### src/rtl/riscv_pkg.sv
// Shared RISC-V core definitions: ALUOp and ResultSrc encodings, plus the
// packed control bundle that travels down the pipeline registers.
package riscv_pkg;

  localparam logic [1:0] ALUOP_ADD   = 2'b00;
  localparam logic [1:0] ALUOP_SUB   = 2'b01;
  localparam logic [1:0] ALUOP_FUNCT = 2'b10;

  localparam logic [1:0] RESULT_ALU  = 2'b00;
  localparam logic [1:0] RESULT_MEM  = 2'b01;
  localparam logic [1:0] RESULT_PC4  = 2'b10;

  typedef struct packed {
    logic       reg_write;
    logic [1:0] result_src;
    logic       mem_write;
    logic       jump;
    logic       branch;
    logic       alu_src;
    logic [1:0] alu_op;
  } ctrl_t;

  // A bubble is a plain add that writes nothing and never redirects the PC.
  localparam ctrl_t CTRL_BUBBLE = '{
    reg_write:  1'b0,
    result_src: RESULT_ALU,
    mem_write:  1'b0,
    jump:       1'b0,
    branch:     1'b0,
    alu_src:    1'b0,
    alu_op:     ALUOP_ADD
  };

  function automatic ctrl_t kill_side_effects(input ctrl_t c);
    ctrl_t r;
    r           = c;
    r.reg_write = 1'b0;
    r.mem_write = 1'b0;
    r.jump      = 1'b0;
    r.branch    = 1'b0;
    return r;
  endfunction

endpackage

### src/rtl/sat_counter.sv
// Saturating up-counter with enable; sticks at all ones and clears only on
// the asynchronous active-low reset.
module sat_counter
  #(parameter int W = 32)
  (
    input  logic         clk,
    input  logic         rst_n,
    input  logic         en,
    output logic [W-1:0] count
  );

  always_ff @(posedge clk or negedge rst_n) begin
    if (!rst_n) begin
      count <= '0;
    end else if (en && (count != {W{1'b1}})) begin
      count <= count + W'(1);
    end
  end

endmodule

### src/rtl/id_ex_pipe_reg.sv
// ID/EX pipeline register with stall, flush (bubble) and a per-slot valid bit.
// Define ID_EX_STATS_EN to build the saturating stall/bubble event counters.
module id_ex_pipe_reg
  import riscv_pkg::*;
  #(
    parameter int XLEN = 32,
    parameter int REGW = 5
  )
  (
    input  logic            clk,
    input  logic            rst_n,
    input  logic            stall_e,
    input  logic            flush_e,
    input  logic            valid_d,
    input  logic            reg_write_d,
    input  logic            mem_write_d,
    input  logic            jump_d,
    input  logic            branch_d,
    input  logic            alu_src_d,
    input  logic [1:0]      result_src_d,
    input  logic [1:0]      alu_op_d,
    input  logic [2:0]      funct3_d,
    input  logic            op5_d,
    input  logic            funct7b5_d,
    input  logic [XLEN-1:0] rd1_d,
    input  logic [XLEN-1:0] rd2_d,
    input  logic [XLEN-1:0] pc_d,
    input  logic [XLEN-1:0] imm_ext_d,
    input  logic [XLEN-1:0] pc_plus4_d,
    input  logic [REGW-1:0] rs1_d,
    input  logic [REGW-1:0] rs2_d,
    input  logic [REGW-1:0] rd_d,
    output logic            valid_e,
    output logic            reg_write_e,
    output logic            mem_write_e,
    output logic            jump_e,
    output logic            branch_e,
    output logic            alu_src_e,
    output logic [1:0]      result_src_e,
    output logic [1:0]      alu_op_e,
    output logic [2:0]      funct3_e,
    output logic            op5_e,
    output logic            funct7b5_e,
    output logic [XLEN-1:0] rd1_e,
    output logic [XLEN-1:0] rd2_e,
    output logic [XLEN-1:0] pc_e,
    output logic [XLEN-1:0] imm_ext_e,
    output logic [XLEN-1:0] pc_plus4_e,
    output logic [REGW-1:0] rs1_e,
    output logic [REGW-1:0] rs2_e,
    output logic [REGW-1:0] rd_e
`ifdef ID_EX_STATS_EN
    ,
    output logic [31:0]     stall_cnt_o,
    output logic [31:0]     bubble_cnt_o
`endif
  );

  ctrl_t ctrl_raw;
  ctrl_t ctrl_load;
  ctrl_t ctrl_q;

  assign ctrl_raw = '{
    reg_write:  reg_write_d,
    result_src: result_src_d,
    mem_write:  mem_write_d,
    jump:       jump_d,
    branch:     branch_d,
    alu_src:    alu_src_d,
    alu_op:     alu_op_d
  };

  // An invalid slot must never write state or redirect fetch downstream.
  assign ctrl_load = valid_d ? ctrl_raw : kill_side_effects(ctrl_raw);

  always_ff @(posedge clk or negedge rst_n) begin
    if (!rst_n) begin
      ctrl_q     <= CTRL_BUBBLE;
      valid_e    <= 1'b0;
      funct3_e   <= '0;
      op5_e      <= 1'b0;
      funct7b5_e <= 1'b0;
      rd1_e      <= '0;
      rd2_e      <= '0;
      pc_e       <= '0;
      imm_ext_e  <= '0;
      pc_plus4_e <= '0;
      rs1_e      <= '0;
      rs2_e      <= '0;
      rd_e       <= '0;
    end else if (flush_e) begin
      ctrl_q     <= CTRL_BUBBLE;
      valid_e    <= 1'b0;
      funct3_e   <= '0;
      op5_e      <= 1'b0;
      funct7b5_e <= 1'b0;
      rd1_e      <= '0;
      rd2_e      <= '0;
      pc_e       <= '0;
      imm_ext_e  <= '0;
      pc_plus4_e <= '0;
      rs1_e      <= '0;
      rs2_e      <= '0;
      rd_e       <= '0;
    end else if (!stall_e) begin
      ctrl_q     <= ctrl_load;
      valid_e    <= valid_d;
      funct3_e   <= funct3_d;
      op5_e      <= op5_d;
      funct7b5_e <= funct7b5_d;
      rd1_e      <= rd1_d;
      rd2_e      <= rd2_d;
      pc_e       <= pc_d;
      imm_ext_e  <= imm_ext_d;
      pc_plus4_e <= pc_plus4_d;
      rs1_e      <= rs1_d;
      rs2_e      <= rs2_d;
      rd_e       <= rd_d;
    end
  end

  assign reg_write_e  = ctrl_q.reg_write;
  assign result_src_e = ctrl_q.result_src;
  assign mem_write_e  = ctrl_q.mem_write;
  assign jump_e       = ctrl_q.jump;
  assign branch_e     = ctrl_q.branch;
  assign alu_src_e    = ctrl_q.alu_src;
  assign alu_op_e     = ctrl_q.alu_op;

`ifdef ID_EX_STATS_EN
  // A flush wins over a stall, so a combined request counts only as a bubble.
  sat_counter #(.W(32)) u_stall_cnt (
    .clk   (clk),
    .rst_n (rst_n),
    .en    (stall_e & ~flush_e),
    .count (stall_cnt_o)
  );

  sat_counter #(.W(32)) u_bubble_cnt (
    .clk   (clk),
    .rst_n (rst_n),
    .en    (flush_e),
    .count (bubble_cnt_o)
  );
`endif

endmodule
### config.mk
export PLATFORM = sky130hd
export DESIGN_NAME = id_ex_pipe_reg
export DESIGN_NICKNAME = d
export VERILOG_FILES = /design/src/rtl/riscv_pkg.sv /design/src/rtl/sat_counter.sv /design/src/rtl/id_ex_pipe_reg.sv
export SDC_FILE = /design/constraint.sdc
export NUM_CORES = 1
export LEC_CHECK = 0
export ABC_AREA = 1
export BUFFER_PORTS_ARGS = -buffer_cell sky130_fd_sc_hd__buf_2
export CORE_MARGIN = 5
export CORE_UTILIZATION = 35
export DETAILED_ROUTE_END_ITERATION = 12
export PLACE_DENSITY_LB_ADDON = 0.25
export SYNTH_ARGS = -nofsm -noshare
export SYNTH_HDL_FRONTEND = slang
export SYNTH_SLANG_ARGS = --single-unit
### constraint.sdc
create_clock -name clk -period 1.5 [get_ports clk]
set_clock_uncertainty 0.15 [all_clocks]
set_input_delay 0.3 -clock clk [delete_from_list [all_inputs] [get_ports clk]]
set_output_delay 0.3 -clock clk [all_outputs]
set_load 0.1 [all_outputs]
Yosys cells after proc, flatten, opt, wreduce, memory -nomap -nowiden
Index checks and enable logic that the tools add are counted.
{ "word_totals": {"ff_bits": 190, "input_bits": 194, "output_inout_bits": 190, "word_cells": 47} }
{ "classes": {"eq_ne": 1, "muxes": 27} }
{ "op_table": {"columns": ["op", "count"], "rows": [
  ["2-to-1 mux 32 bit", 10],
  ["2-to-1 mux 5 bit", 6],
  ["2-to-1 mux 9 bit", 3],
  ["2-to-1 mux 1 bit", 6],
  ["2-to-1 mux 3 bit", 2],
  ["inequality test 2 x 1 -> 1 bit (second input constant)", 1]
]} }

Logic depth before layout (Yosys ltp)
{ "logic_depth": {"depth_word": 3, "ltp_mapped": 6} }

Least setup slack after synthesis
No wires, ideal clock.
{ "synth_timing": {"path_type": "flip-flop to output port", "startpoint": "reg ctrl_q (netlist bit alu_op_e[0])", "endpoint": "out alu_op_e[0]", "arrival_time_ns": 0.898, "required_ns": 1.050, "slack_ns": 0.152, "stages_incl_launch_ff": 1, "path_cell_list": "dfrtp_1"} }
{ "synth_lines": {"columns": ["element", "line", "rtl"], "rows": [
  ["from (decl)", "id_ex_pipe_reg.sv:61", "ctrl_t ctrl_q;"],
  ["from (signal assigned)", "id_ex_pipe_reg.sv:106", "ctrl_q <= ctrl_load;"],
  ["to (decl)", "id_ex_pipe_reg.sv:40", "output logic [1:0] alu_op_e,"]
]} }
No word-level cell between the ends.

Worst setup path after layout
{ "layout_timing": {"startpoint": "reg rd_e[4]", "endpoint": "out rd_e[4]"} }
{ "layout_lines": {"columns": ["element", "line", "rtl"], "rows": [
  ["from (decl)", "id_ex_pipe_reg.sv:51", "output logic [REGW-1:0] rd_e"],
  ["from (signal assigned)", "id_ex_pipe_reg.sv:118", "rd_e <= rd_d;"]
]} }
No word-level cell between the ends.

==> flow_metrics.py <==
metrics = {
    "outcome": {
        "status": "finished with violations",
        "violations": "setup timing",
    },
    "setup_path": {
        "worstRegToRegCells": 4,
        "worstSetupEndpointType": "output pin",
        "slowest_delay_ps": 450,
        "timing.rr.start": "rd2_e[22]",
        "slowest_stage": "dfrtp_1",
        "cp_data_arrival_time_ps": 1100,
        "path_max_fanout": 2,
        "critPathBufInv": 1,
        "crit_type": "reg2out",
        "critPathTopFamily": "flip-flops",
        "start_kind": "flip-flop",
        "r2r-end": "rd2_e[22]",
        "cp.depth": 1,
        "critPathRequiredTime_ps": 1050,
        "crit_chain": "buf_12",
        "ff2ff_setup_slack_ps": 410,
    },
    "clock_network": {
        "cts_buffers": 17,
        "cts_tree": "done",
        "ctsHtreeMaxLevel": 4,
        "clock_latency_ps": 430,
        "clockRootBuffer": "clkbuf_16",
        "cts_sinks": 190,
        "clk_pin_slew_ps": 80,
        "clk_path_buf_depth": 2,
    },
    "synth": {
        "ys_ff_latch": 190,
        "yosysSeqAreaShare": 0.667,
        "synth.avg_cell_area_um2": 8.87,
        "syn_nets": 997,
        "synth_cell_types": 9,
        "synth.area.top_cells": "dfrtp_1, nand2_1, buf_4",
        "synth_top_area_frac": 0.667,
        "yosysWarnings": 0,
        "synth_cells": 803,
        "yosysTopAreaCell": "dfrtp_1",
        "synth.cell_area_um2": 7120,
    },
    "power_and_ir_drop": {
        "power.total_mw": 15.0,
        "vdd_drop_max_v": 0.000744,
        "p_leak_nw": 8.07,
        "powerDensity_nw_per_um2": 977,
    },
    "detailed_routing": {
        "ant_nets": 0,
        "drcViolationCount": 0,
        "drtIter0Drc": 441,
        "drt_pass1_iterations": 5,
        "vias_per_cell": 4.75,
        "wl_um": 32500,
        "via_count": 8227,
        "wl_per_cell_um": 18.8,
    },
    "place": {
        "port_buffers": 383,
        "hpwl_um": 18400,
        "placed_area_um2": 12500,
        "dp.cells": 1449,
        "routabilityCongestion": 0.764,
        "pre_cts_ws_ps": 109,
    },
    "timing": {
        "post-route-min-period_ps": 1550,
        "finalSetupViolations": 13,
        "period_share": 1.03,
        "hold_violations": 0,
        "fin_ws_ps": -46.9,
        "rsz0062_at_grt": "yes",
        "whs_ps": 186,
        "tightest_slew_ps": 386,
        "slew_headroom": 0.743,
        "fmax_mhz": 646,
        "tns_ps": -217,
        "slew_violations": 0,
    },
    "min_path": {
        "whs_path_depth": 5,
        "hold_path.class": "in2reg",
        "hold_start": "stall_e",
        "whs_endpoint": "branch_e",
    },
    "floorplan": {
        "dieWidth_um": 153,
        "die-area_um2": 23300,
        "die_y_um": 153,
        "pin_count": 384,
        "std_cell_rows": 52,
        "initial_core_util": 0.353,
        "coreArea_um2": 20200,
    },
    "global_route": {
        "grt_overflow": 0,
        "antenna_found_initial": 3,
        "grt_pass1_wl_um": 47000,
        "grtUsageTotal": 0.251,
        "grt_max_degree": 86,
        "grt_pass1_vias": 8515,
    },
    "cells_and_area": {
        "finalCoreUtilization": 0.764,
        "final_cell_area_um2": 15400,
        "nets": 1640,
        "fin_cells": 1731,
        "syn_to_final_growth_pct": 116,
        "drive_gt1_frac": 0.347,
    },
    "flow_run": {
        "max_cap_violations": 0,
    },
}
==> cell usage after synthesis <==
library cell,instances
nand3_1,4
dfrtp_1,190
nor2_4,1
nor2_2,1
nand2_1,566
buf_4,10
inv_2,1
buf_2,12
clkbuf_1,18
==> routing by layer <==
metal | share of wire | vias to the layer above | wire length [um] | track usage
met3 | 0.099 | 77 | 3210 | 0.0917
met1 | 0.34 | 3996 | 11200 | 0.286
met2 | 0.52 | 458 | 17000 | 0.436
li1 | - | 3696 | - | -
met5 | 0 | - | 0 | 0
met4 | 0.034 | 0 | 1090 | 0.0874
==> where the power goes <==
group / switching (mW) / internal (mW)
Sequential: 0.335 / 5.40
Combinational: 3.04 / 1.93
Clock: 2.17 / 2.17
Total: 5.54 / 9.50
==> cell usage in the layout (no fill, tap or decap), types with 3 or more instances in the layout <==
| cell type | count |
|---|---|
| buf_12 | 208 |
| buf_2 | 192 |
| buf_4 | 72 |
| clkbuf_16 | 17 |
| clkinvlp_4 | 5 |
| dfrtp_1 | 189 |
| diode_2 | 3 |
| dlygate4sd3_1 | 191 |
| inv_8 | 4 |
| nand2_1 | 566 |
| nand3_1 | 4 |
==> kinds of logic (layout without fill, tap and decap cells) <==
group,count (synthesis),after routing,synth area share
and+or+nand+nor,572,572,0.304
other,0,3,0
buffers and inverters,41,696,0.0290
DFF,190,190,0.667
==> registers in the layout, indices dropped and copies added (netlist names), 2 cells and up <==
name          count
pc_plus4_e       32
rd2_e            32
pc_e             32
rd1_e            32
imm_ext_e        32
rs2_e             5
result_src_e      2
rs1_e             5
rd_e              5
alu_op_e          2
funct3_e          3
==> worst max path at each step <==
stage | endpoint | startpoint | slack [ps]
floorplan | alu_op_e[0] | alu_op_e[0] | 150
global placement | rd1_e[29] | stall_e | 160
detailed placement | pc_e[8] | stall_e | 110
CTS | pc_e[20] | pc_e[20] | -20
global route | rd_e[4] | rd_e[4] | -80
finish | rd_e[4] | rd_e[4] | -50
==> timing repair <==
| action | in CTS | in global routing |
|---|---|---|
| resized for setup | 1 | 0 |
| endpoints found under the hold margin | 340 | 0 |
| setup endpoints to repair | 15 | 171 |
| hold buffers | 191 | 0 |
| buffers inserted | 3 | 54 |
==> area by class of cell <==
| cell class | count | area [um^2] |
|---|---|---|
| well taps | 270 | 338 |
| clock inverters | 12 | 109 |
| diodes | 3 | 7.51 |
| repair buffers | 664 | 7590 |
| multi-input cells | 572 | 2170 |
| clock buffers | 19 | 433 |
| inverters | 1 | 3.75 |
| flip-flops and latches | 190 | 4760 |
| fillers | 1087 | 4760 |
(Power assumes the default switching activity.)
